**config.mk**
```make
export PLATFORM = sky130hd
export DESIGN_NAME = seq_piso_feeder
export DESIGN_NICKNAME = d
export VERILOG_FILES = /design/src/rtl/seq_piso_feeder.sv
export SDC_FILE = /design/constraint.sdc
export NUM_CORES = 1
export LEC_CHECK = 0
export CAP_MARGIN = 15
export CORE_MARGIN = 2
export CORE_UTILIZATION = 53
export CTS_BUF_LIST = sky130_fd_sc_hd__clkbuf_16
export CTS_CLUSTER_SIZE = 24
export DETAILED_ROUTE_END_ITERATION = 12
export PLACE_DENSITY = 0.74
export SLEW_MARGIN = 20
export SYNTH_ARGS = -nofsm -noshare
export SYNTH_HDL_FRONTEND = slang
export SYNTH_SLANG_ARGS = --single-unit
```
**constraint.sdc**
```tcl
create_clock -name clk -period 2.6 [get_ports clk]
set_clock_uncertainty 0.2 [all_clocks]
set_input_delay 0.52 -clock clk [delete_from_list [all_inputs] [get_ports clk]]
set_output_delay 0.52 -clock clk [all_outputs]
set_load 0.01 [all_outputs]
```
**src/rtl/seq_piso_feeder.sv**
```systemverilog
`timescale 1ns/1ps
// seq_piso_feeder: parallel-in / serial-out feeder for a downstream sequence
// detector. Accepts words over valid/ready, serializes them one bit per
// enabled cycle, and uses a single holding buffer so consecutive words leave
// the serializer without a gap.
//
// state | meaning
// ------+-----------------------------------------------------------
// IDLE  | shift register empty, dout/dout_valid/word_done held at 0
// SHIFT | shift register holds a word; dout presents its current bit

module seq_piso_feeder #(
    parameter int WIDTH     = 8,
    parameter bit MSB_FIRST = 1'b1
) (
    input  logic             clk,
    input  logic             rst_n,
    input  logic [WIDTH-1:0] in_data,
    input  logic             in_valid,
    output logic             in_ready,
    input  logic             en,
    output logic             dout,
    output logic             dout_valid,
    output logic             word_done
);

    localparam int              CW   = (WIDTH > 1) ? $clog2(WIDTH) : 1;
    localparam logic [CW-1:0]   LAST = CW'(WIDTH - 1);

    typedef enum logic {
        IDLE  = 1'b0,
        SHIFT = 1'b1
    } state_t;

    state_t           state;
    state_t           state_nxt;
    logic [WIDTH-1:0] sreg;
    logic [WIDTH-1:0] sreg_nxt;
    logic [WIDTH-1:0] sreg_adv;
    logic [WIDTH-1:0] hold;
    logic [WIDTH-1:0] hold_nxt;
    logic             hold_full;
    logic             hold_full_nxt;
    logic [CW-1:0]    cnt;
    logic [CW-1:0]    cnt_nxt;
    logic             xfer;
    logic             last_bit;
    logic             cur_bit;

    // Ready depends only on registered state, never on in_valid.
    assign in_ready = !hold_full;
    assign xfer     = in_valid && in_ready;
    assign last_bit = (cnt == LAST);

    // The output end of the shift register and its one-step advance.
    assign cur_bit  = MSB_FIRST ? sreg[WIDTH-1] : sreg[0];
    assign sreg_adv = MSB_FIRST ? {sreg[WIDTH-2:0], 1'b0} : {1'b0, sreg[WIDTH-1:1]};

    // State register.
    always_ff @(posedge clk or negedge rst_n) begin
        if (!rst_n) begin
            state <= IDLE;
        end else begin
            state <= state_nxt;
        end
    end

    // Datapath registers: shift register, bit counter and holding buffer.
    always_ff @(posedge clk or negedge rst_n) begin
        if (!rst_n) begin
            sreg      <= '0;
            cnt       <= '0;
            hold      <= '0;
            hold_full <= 1'b0;
        end else begin
            sreg      <= sreg_nxt;
            cnt       <= cnt_nxt;
            hold      <= hold_nxt;
            hold_full <= hold_full_nxt;
        end
    end

    // Next-state, datapath updates and serial outputs.
    always_comb begin
        state_nxt     = state;
        sreg_nxt      = sreg;
        cnt_nxt       = cnt;
        hold_nxt      = hold;
        hold_full_nxt = hold_full;
        dout          = 1'b0;
        dout_valid    = 1'b0;
        word_done     = 1'b0;

        case (state)
            IDLE: begin
                // Hold is always empty here, so a new word goes straight in.
                if (xfer) begin
                    sreg_nxt  = in_data;
                    cnt_nxt   = '0;
                    state_nxt = SHIFT;
                end
            end

            SHIFT: begin
                dout       = cur_bit;
                dout_valid = 1'b1;
                word_done  = en && last_bit;

                if (en && last_bit) begin
                    // Word boundary: refill from hold, else from the input
                    // port, else drain back to idle.
                    cnt_nxt = '0;
                    if (hold_full) begin
                        sreg_nxt      = hold;
                        hold_full_nxt = 1'b0;
                    end else if (xfer) begin
                        sreg_nxt = in_data;
                    end else begin
                        sreg_nxt  = '0;
                        state_nxt = IDLE;
                    end
                end else begin
                    if (en) begin
                        sreg_nxt = sreg_adv;
                        cnt_nxt  = cnt + CW'(1);
                    end
                    // Stalled or mid-word: an accepted word waits in hold.
                    if (xfer) begin
                        hold_nxt      = in_data;
                        hold_full_nxt = 1'b1;
                    end
                end
            end

            default: begin
                state_nxt = IDLE;
            end
        endcase
    end

    // A held word only exists behind a word that is being shifted out.
    a_hold_implies_shift : assert property (
        @(posedge clk) disable iff (!rst_n) hold_full |-> (state == SHIFT));

    // word_done always marks a real data bit.
    a_done_implies_valid : assert property (
        @(posedge clk) disable iff (!rst_n) word_done |-> dout_valid);

endmodule

```
==> impl_metrics.ini <==
[floorplanning]
dieArea_sq_um = 2670
ios = 16
die_height_um = 51.7
core_area_sq_um = 2190
die_w_um = 51.7
start_util_pct = 55.0
fp-row-count = 17

[timing]
rsz0062_at_grt = false
fmax_mhz = 397
slew_headroom_pct = 76.0
maxSlewViolCount = 0
finalCriticalPeriod_ns = 2.52
period_share_pct = 96.9
setup_tns_ns = 0
timing.final.ws_setup_ns = 0.0818
setup_viol = 0
worst_pin_slew_ns = 0.360
hold_violations = 0

[synth]
yosys.cell_count.top_type = a21oi_1
synth_warnings = 0
synth_nets = 135
synth_common_cells = a21oi_1 (23), dfrtp_1 (21), nand2_1 (9), mux2_1 (8), nand3b_1 (8)
syn_area_sq_um = 1200
ys.flop_type = dfrtp_1
synth_top_area_share_pct = 43.6
avgSynthCellArea_sq_um = 9.96
syn_inst = 121
synth_area_leaders = dfrtp_1 (44%), a21oi_1 (9.6%), mux2_1 (7.5%)
yosysSeqAreaShare_pct = 43.6
ys_types = 28
synth_area_leader_cell = dfrtp_1
synth-seq-cells = 21
synthArstFlopShare_pct = 100
synth_edf_count = 0

[pwr]
power-per-cell-area_nw_per_um2 = 1060
peakVddDrop_uv = 847
p_leak_nw = 0.615
power_mw = 1.56

[grt]
grt-ovfl-total = 0
grt_use_total_pct = 22.7
grt_pass1_wl_mm = 4.39
antenna_found_initial = 0
grt_pass1_vias = 946
grt_max_degree = 22

[routing]
vias = 973
routed_via_density = 5.83
routed_wl_mm = 2.56
ant_nets = 0
drc = 0
firstDrtPassIters = 4
drtIter0Drc = 24
routedWlPerCell_um = 15.4

[worst_setup_path]
cpPeakStageDelay_ns = 0.54
critPathBufInv = 3
worstSetupPathType = in -> out
cp_top_family = buffers and inverters
cp_slowest_cell = clkdlybuf4s50_1
crit_arrival_ns = 1.80
crit_fanout = 4
startpoint_type = primary input
worst_path_most_repeated_cell = clkdlybuf4s50_1
end_kind = primary output
path_cells = clkdlybuf4s50_1 -> nand3_1 -> inv_1 -> clkdlybuf4s50_1
critPathRequiredTime_ns = 1.88

[worst_hold_path]
min-delay-path-class = reg -> reg

[placed_design]
post-place-ws_ns = 0.0988
dp_hpwl_mm = 1.68
dp.cells = 163
dpl_cell_area_sq_um = 1390
port_buffers = 15
gp_congestion = 0.868

[run]
maxCapViolations = 0

[clock_network]
post_cts_buffers = 0
cts_hold_buffers = 0
clock_sinks = 21
clkSlewWorstSetupHoldPaths_ns = 0.06
clk_latency_ns = 0.25
post_cts_resized = 0
cts_buffers = 3
cts_max_level = 1
clockBufferDepth = 2
cts-root-buf = clkbuf_16
cts_tree = yes

[cells_and_area]
syn_to_final_growth_pct = 21.9
diodes = 0
num-nets-final = 154
drive_gt1_share_pct = 11.5
finish.instance_area_sq_um = 1470
layout.cells.non_filler = 167

[run_status]
outcome = finished clean
## flip-flops by register name, summed over array words and instances (netlist names)
name	cells
state	1
hold	8
cnt	3
hold_full	1
sreg	8
## worst reg2reg max path: stages, from the launching register on
cell	delay, ns
dfrtp_1	0.39
ha_1	0.21
ha_1	0.19
buf_4	0.17
nand2_1	0.14
nand4_4	0.24
mux2_1	0.39
## cell families (layout without fill, tap and decap cells)
kind of cell,count (synthesis),in the layout,synth area share [%]
AO/OA/AOI/OAI,37,37,18.5
adder cells (fa/ha/maj),2,2,2.08
buffers and inverters,13,31,6.02
flip-flops,21,21,43.6
multiplexers,8,8,7.48
AND/OR/NAND/NOR,40,40,22.3
## final timing paths
check                        start  slack (ns)  depth (start not counted)        end
setup reg to reg            cnt[0]        0.55                          6    hold[0]
min in group asynchronous    rst_n        0.41                          2  hold_full
hold reg to reg            hold[1]        0.29                          1    hold[1]
hold / removal             hold[1]        0.29                          1    hold[1]
setup / recovery                en        0.08                          4  word_done
max in group asynchronous    rst_n        1.57                          2    hold[4]
## per-layer routing
layer	up-vias	global-route usage, %	part of all wire (%)
met3	5	6.03	5.0
met1	478	29.2	46
li1	469	-	-
met2	21	37.4	48
met4	0	7.02	1.1
met5	-	0	0
## final cells by class
cell class,count,area [sq um]
clock buffer,3,75.1
clock inverter,1,5.00
fill,169,722
inverter,5,18.8
multi-input combinational,87,607
sequential,21,526
tap,28,35.0
timing repair buffer,22,203
## placed cells by master, fill, tap and decap left out, types with 7 or more instances in the layout
master and instances:
a21oi_1 23, dfrtp_1 21, clkdlybuf4s50_1 15, nand2_1 9, nand3b_1 8, mux2_1 8, nand2b_1 7, or3_1 7
o31a_1 7, buf_4 7
## stage by stage
stage	hold WS, ns	util [%]
floorplan	0.0244	-
CTS	0.297	67.0
global placement	0.274	63.4
global route	0.314	67.0
detailed placement	0.284	63.4
finish	0.293	67.0
## power by group
group	switching, mW	total, mW	internal (mW)
clock network	0.120	0.326	0.207
logic	0.313	0.650	0.337
registers	0.102	0.582	0.479
total	0.535	1.56	1.02
Note: power is estimated with default switching activity, not from simulation.
